### src/rtl/gate_function_identifier.sv
// gate_function_identifier
//   Characterisation engine for an external two-input, one-output gate. It
//   drives every input vector {a,b} = 00, 01, 10, 11 onto the gate under test,
//   lets each vector settle and samples the response into a 4-entry truth
//   table. It then decodes that table to a gate type.
//
// Build option: GATE_ID_MAJORITY_EN
//   When this macro is defined, each vector is sampled on three consecutive
//   cycles and the 2-of-3 majority is stored. This rejects single-cycle
//   glitches on gate_in.
//
// Parameters
//   SETTLE_CYCLES  cycles each vector is held before sampling (1..15)
//
// Ports
//   clk       rising-edge clock
//   rst       synchronous reset, active-high
//   start     sweep request, accepted only while busy=0
//   gate_in   response from the gate under test
//   a_drv     stimulus a to the gate under test
//   b_drv     stimulus b to the gate under test
//   busy      high from start acceptance until done
//   done      one-cycle pulse; tt/gate_id/valid_id are valid from this cycle
//   tt        truth table, tt[{a,b}] = sampled gate_in
//   gate_id   0 UNKNOWN, 1 NOT(a), 2 AND, 3 OR, 4 NAND, 5 NOR, 6 XOR, 7 XNOR
//   valid_id  1 when tt matches a known gate
//
// state  | meaning
// IDLE   | waiting for start, stimulus parked at 00
// DRIVE  | vector k applied, settle down-counter running
// SAMPLE | vector k still applied, gate_in captured into shadow[k]
// DECODE | shadow copied to result registers, done pulsed
module gate_function_identifier #(
  parameter int SETTLE_CYCLES = 2
) (
  input  logic       clk,
  input  logic       rst,
  input  logic       start,
  input  logic       gate_in,
  output logic       a_drv,
  output logic       b_drv,
  output logic       busy,
  output logic       done,
  output logic [3:0] tt,
  output logic [2:0] gate_id,
  output logic       valid_id
);

  typedef enum logic [1:0] {
    IDLE   = 2'd0,
    DRIVE  = 2'd1,
    SAMPLE = 2'd2,
    DECODE = 2'd3
  } state_t;

  // The down-counter starts at SETTLE_CYCLES-1 and reaches 0 in the last
  // settle cycle, so DRIVE lasts exactly SETTLE_CYCLES cycles.
  localparam logic [3:0] SETTLE_LOAD = 4'(SETTLE_CYCLES - 1);

  state_t     state;
  state_t     state_nxt;
  logic [1:0] k;
  logic [3:0] settle_cnt;
  logic [3:0] shadow;
  logic       sample_last;
  logic       sample_bit;
  logic [2:0] dec_id;

`ifdef GATE_ID_MAJORITY_EN
  logic [1:0] samp_cnt;
  logic [1:0] samp_hist;

  assign sample_last = (samp_cnt == 2'd2);
  assign sample_bit  = (samp_hist[0] & samp_hist[1]) |
                       (samp_hist[0] & gate_in) |
                       (samp_hist[1] & gate_in);
`else
  assign sample_last = 1'b1;
  assign sample_bit  = gate_in;
`endif

  // The stimulus is combinational from the state. This keeps a/b aligned with
  // the state, so a reset parks them at 00 in the very next cycle.
  always_comb begin
    a_drv = 1'b0;
    b_drv = 1'b0;
    if (state == DRIVE || state == SAMPLE) begin
      a_drv = k[1];
      b_drv = k[0];
    end
  end

  always_comb begin
    state_nxt = state;
    case (state)
      IDLE:   if (start) state_nxt = DRIVE;
      DRIVE:  if (settle_cnt == 4'd0) state_nxt = SAMPLE;
      SAMPLE: if (sample_last) state_nxt = (k == 2'd3) ? DECODE : DRIVE;
      DECODE: state_nxt = IDLE;
      default: state_nxt = IDLE;
    endcase
  end

  always_comb begin
    dec_id = 3'd0;
    case (shadow)
      4'b0011: dec_id = 3'd1;
      4'b1000: dec_id = 3'd2;
      4'b1110: dec_id = 3'd3;
      4'b0111: dec_id = 3'd4;
      4'b0001: dec_id = 3'd5;
      4'b0110: dec_id = 3'd6;
      4'b1001: dec_id = 3'd7;
      default: dec_id = 3'd0;
    endcase
  end

  always_ff @(posedge clk) begin
    if (rst) begin
      state      <= IDLE;
      k          <= 2'd0;
      settle_cnt <= 4'd0;
      shadow     <= 4'd0;
      busy       <= 1'b0;
      done       <= 1'b0;
      tt         <= 4'd0;
      gate_id    <= 3'd0;
      valid_id   <= 1'b0;
`ifdef GATE_ID_MAJORITY_EN
      samp_cnt   <= 2'd0;
      samp_hist  <= 2'd0;
`endif
    end else begin
      state <= state_nxt;
      done  <= 1'b0;
      case (state)
        IDLE: begin
          if (start) begin
            shadow     <= 4'd0;
            k          <= 2'd0;
            busy       <= 1'b1;
            settle_cnt <= SETTLE_LOAD;
`ifdef GATE_ID_MAJORITY_EN
            samp_cnt   <= 2'd0;
`endif
          end
        end
        DRIVE: begin
          if (settle_cnt != 4'd0) settle_cnt <= settle_cnt - 4'd1;
        end
        SAMPLE: begin
`ifdef GATE_ID_MAJORITY_EN
          if (samp_cnt == 2'd0) samp_hist[0] <= gate_in;
          if (samp_cnt == 2'd1) samp_hist[1] <= gate_in;
          samp_cnt <= sample_last ? 2'd0 : samp_cnt + 2'd1;
`endif
          if (sample_last) begin
            shadow[k] <= sample_bit;
            // k stops at 3; the sweep leaves through DECODE instead of wrapping.
            if (k != 2'd3) begin
              k          <= k + 2'd1;
              settle_cnt <= SETTLE_LOAD;
            end
          end
        end
        DECODE: begin
          tt       <= shadow;
          gate_id  <= dec_id;
          valid_id <= (dec_id != 3'd0);
          done     <= 1'b1;
          busy     <= 1'b0;
        end
        default: ;
      endcase
    end
  end

endmodule

### config.mk
export PLATFORM = sky130hd
export DESIGN_NAME = gate_function_identifier
export DESIGN_NICKNAME = d
export VERILOG_FILES = /design/src/rtl/gate_function_identifier.sv
export SDC_FILE = /design/constraint.sdc
export NUM_CORES = 1
export LEC_CHECK = 0
export CAP_MARGIN = 30
export CORE_AREA = 5 5 61 63
export DETAILED_ROUTE_END_ITERATION = 12
export DIE_AREA = 0 0 66 68
export PLACE_DENSITY = 0.68
export SYNTH_ARGS = -nofsm -noshare
export SYNTH_HDL_FRONTEND = slang
export SYNTH_SLANG_ARGS = --single-unit
### constraint.sdc
create_clock -name clk -period 2.1 [get_ports clk]
set_input_delay 0.42 -clock clk [delete_from_list [all_inputs] [get_ports clk]]
set_output_delay 0.42 -clock clk [all_outputs]
set_load 0.1 [all_outputs]
== Word level (Yosys, flattened, before mapping) ==
Cells that the tools add are included.

* Bits in registers: 22
* Output and inout bits: 12
* Word-level logic and storage cells: 65

* Reductions and logical operators: 14
* Magnitude comparators: 2
* Equal/unequal tests: 16
* Muxes and demuxes: 22
* Add/subtract/negate cells: 2

{| class="wikitable"
|+ Operator list
! cell !! number
|-
| one-hot mux 3 bit (7 select lines) || 1
|-
| two-way mux 4 bit || 4
|-
| == test 4 bit (second input constant) || 3
|-
| one-hot mux 4 bit (3 select lines) || 1
|-
| two-way mux 2 bit || 5
|-
| == test 4 x 3 -> 1 bit (second input constant) || 2
|-
| one-hot mux 2 bit (4 select lines) || 1
|-
| one-hot mux 4 bit (2 select lines) || 1
|-
| == test 2 bit (second input constant) || 3
|-
| != test 2 x 1 -> 1 bit (second input constant) || 3
|-
| AND reduction 2 bit || 3
|-
| nonzero test 3 bit || 2
|-
| two-way mux 1 bit || 5
|-
| bitwise mux 4 bit || 1
|-
| == test 4 x 1 -> 1 bit (second input constant) || 1
|-
| == test 4 x 2 -> 1 bit (second input constant) || 1
|-
| zero test 4 bit || 1
|-
| != test 2 bit (second input constant) || 2
|-
| one-hot mux 2 bit (2 select lines) || 1
|-
| AND reduction 4 bit || 1
|-
| nonzero test 2 bit || 2
|-
| nonzero test 4 bit || 1
|-
| subtractor 4 x 1 -> 4 bit (second input constant) || 1
|-
| < comparator 2 x 3 -> 1 bit (second input constant) || 1
|-
| other kinds (9) || 9
|}

== Logic depth before layout (Yosys ltp) ==
* Word-level depth: 6
* Mapped depth: 7
* Gate-level depth less buffers: 6

== Least setup slack after synthesis ==
Ideal clock, no wire load.

* Path type: reg2out
* From: reg state[1]
* To: out a_drv
* Stages on the path, launching flop included: 4
* Required time: 1680 ps
* Data arrival time: 1483 ps
* Slack: 197 ps
* Cells stage by stage: dfxtp_1 -> inv_1 -> ha_1 -> and2_1

* Word-level cells in the longest chain between the ends: 3
* Elaborated cells between the ends (all ways): 4

{| class="wikitable"
|+ RTL lines
! element !! RTL line !! text
|-
| from (decl) || 60 || <nowiki>state_t state;</nowiki>
|-
| from (signal assigned) || 134 || <nowiki>state <= state_nxt;</nowiki>
|-
| == test 2 x 1 -> 1 bit or == test 2 bit (tied branches) || 87 || <nowiki>if (state == DRIVE || state == SAMPLE) begin</nowiki>
|-
| logical OR 1 bit * || 87 ||
|-
| two-way mux 1 bit * || 87 ||
|-
| to (decl) || 40 || <nowiki>output logic a_drv,</nowiki>
|}

Every way passes the cells marked *; elsewhere a longest branch is shown, timed or not.

== Worst setup path after layout ==
* From: reg state[1]
* To: out b_drv

* Word-level cells in the longest chain between the ends: 3
* Elaborated cells between the ends (all ways): 4

{| class="wikitable"
|+ RTL lines
! element !! RTL line !! text
|-
| == test 2 x 1 -> 1 bit or == test 2 bit (tied branches) || 87 ||
|-
| logical OR 1 bit * || 87 ||
|-
| two-way mux 1 bit * || 87 ||
|-
| to (decl) || 41 || <nowiki>output logic b_drv,</nowiki>
|}

Marks and branches as above.

==> run metrics <==
Leak Pwr=0.556 nW; final-report hold violation count=0; floorplan die width=66 um; top cell type's share of synthesized area=37.6%; minimum clock period after layout=1930 ps; Worst setup SP type=flop; post-route cell area=1430 sq um; maximum clock frequency=519 MHz; number of enable-type register cells in the synthesized netlist=0; largest cells by area after synthesis=dfxtp_1, ha_1, nor2_1; antenna diode count=0; Top Ports=16; layout-stage area growth over the synthesis result=21.7%; power density normalized to cell area=1190 nW/um^2; count of pins over their slew limit=0; via count of the first global-routing pass=974; number of buffers inserted for hold repair after clock tree synthesis=0; detail-routed net length per standard cell=11.4 um; Internal Power=964 uW; library cell occupying the most area in the post-synthesis netlist=dfxtp_1; Die Outline Area=4490 sq um; average footprint of a synthesized cell=8.56 sq um; most common cell in the synthesized netlist=dfxtp_1; Unique masters post-synth=34; Switching Power=727 uW; met2 wirelength from detailed routing=1.15 mm; Setup Skew=5.32 ps; total power=1.69 mW; # rows=21; Seq cells post-synth=22; detailed router's first-iteration violation count=51; Hold/Removal Path Class=flop to flop; DRC errors left=0; Fin Hold WS=493 ps; most frequent cells after synthesis=dfxtp_1, nor2_1, nand2_1; largest net degree at the start of global routing=19; global-route usage over all layers=11.4%; H-tree level count=1; Clock Latency Late Sink=310 ps; startpoint-to-endpoint class of the critical path=flop to output pin; Max FO, Critical Path=5; maximum VDD drop=333 uV; fin util=44.9%; final net count=170; arrival time of data at the critical path endpoint=1510 ps; wire length on met3=65 um; post-detailed-routing wire length=2.28 mm; total of fill cells in the finished design=321; area of the mapped netlist=1170 sq um; effective utilization at floorplan=36.9%; total core area=3180 sq um; YS warnings=0; vertical die dimension=68 um; storage element area=440 sq um; run status=complete, no violations; synthesized netlist net count=152; clock network fraction of design power=19.3%; clock sinks=22; fraction of layout cells with a size suffix above 1=15.6%; buffer cell driving the clock tree root=clkbuf_4; CTS tree=built; 1st-pass router iterations=4; slew at the pin with the worst max-slew slack=318 ps; number of antenna violations at the first check in global routing=0; area occupied by multi-input gates=678 sq um; highest layer used for signal routing=met4; routed metal-1 wirelength=1.04 mm; drt via density=4.83; part of the power in registers=32.6%; remaining max-slew budget at the tightest pin=78.6%; count of cells resized by post-cts repair=0; Setup TNS=0 ps; buffers from clock root to sink, at most=2; final period utilization=91.8%; unrepaired setup endpoints after global routing=false; combinational group share of total power=48.1%; area of placed instances=1370 sq um; fraction of the yosys area taken by sequential cells=37.6%; number of instances in the synthesized netlist=137; clock transition at the registers of the reported paths=130 ps; kind of capture point of the worst setup path=output pin; Inserted Clock Buffers=3; total congestion overflow after global routing=0; Sw Share=43.0%; max-capacitance violation count=0; buffers inserted during post-CTS setup optimization=0; # port buffers=15; remaining antenna violation count after routing=0; worst path required time=1680 ps; wire length of the first global-routing pass=4.07 mm; vias after detailed routing=966; placer congestion estimate=0.750; fraction of registers with async set/reset=0%; endpoints failing setup=0; most used flip-flop cell after synthesis=dfxtp_1; DP Wirelength=1.82 mm
## critical path: stages, from the launching register on
cell,delay (ps)
dfxtp_1,450
inv_1,110
ha_1,290
and2_1,190
buf_12,170
## registers in the layout, indices dropped and copies added (netlist names)
name        count
shadow          4
tt              4
k               2
busy            1
state           2
settle_cnt      4
done            1
valid_id        1
gate_id         3
## cells by family (layout without fill, tap and decap cells)
kind of cell               Yosys count  count (layout)  synth area share, %
buffers and inverters               14              31                 4.59
muxes                                5               5                 4.38
DFF                                 22              22                 37.6
adders and majority gates           11              11                 11.7
and+or+nand+nor                     55              55                 24.0
AOI/OAI and AO/OA                   30              30                 17.7
## area by class of cell
| cell class | count | area share [%] |
|---|---|---|
| repair buffers | 17 | 11.2 |
| inverters | 10 | 2.63 |
| multi-input cells | 101 | 47.5 |
| flip-flops and latches | 22 | 30.9 |
| well taps | 46 | 4.04 |
| clock buffers | 3 | 1.58 |
| clock inverters | 1 | 2.11 |
## placed cells by master (no fill, tap or decap), types with 5 or more instances in the layout
master   instances
nor2_1          17
o21ai_0          5
nand3_1          5
buf_4           12
ha_1            11
nand2_1         12
inv_1           10
dfxtp_1         22
a21oi_1         11
## power by group through the flow
stage / combinational (mW) / clock, mW / sequential (mW)
after floorplan: 0.496 / 0 / 0.708
after global placement: 0.794 / 0 / 0.556
after detailed placement: 0.819 / 0 / 0.560
after CTS: 0.822 / 0.329 / 0.551
after global routing: 0.904 / 0.345 / 0.563
final: 0.814 / 0.326 / 0.551
## path summary, 6_finish.rpt
path                                  from  cells after the start       endpoint  slack [ps]
worst max-delay path              state[1]                      4          b_drv         170
worst min-delay path            gate_id[1]                      2     gate_id[1]         490
worst max register to register    state[1]                      6  settle_cnt[0]         280
worst min register to register  gate_id[1]                      2     gate_id[1]         490
## metrics by stage
stage | instances | setup WS, ps
after floorplan | 137 | 197
after global placement | 196 | 176
after detailed placement | 196 | 116
after CTS | 200 | 166
after global routing | 200 | 59.9
final | 200 | 172
## routing by layer
metal | up-vias | global-route usage (%)
li1 | 507 | -
met4 | 0 | 4.57
met1 | 444 | 13.2
met3 | 2 | 2.30
met5 | - | 0
met2 | 13 | 20.5
Note: power is estimated with default switching activity, not from simulation.
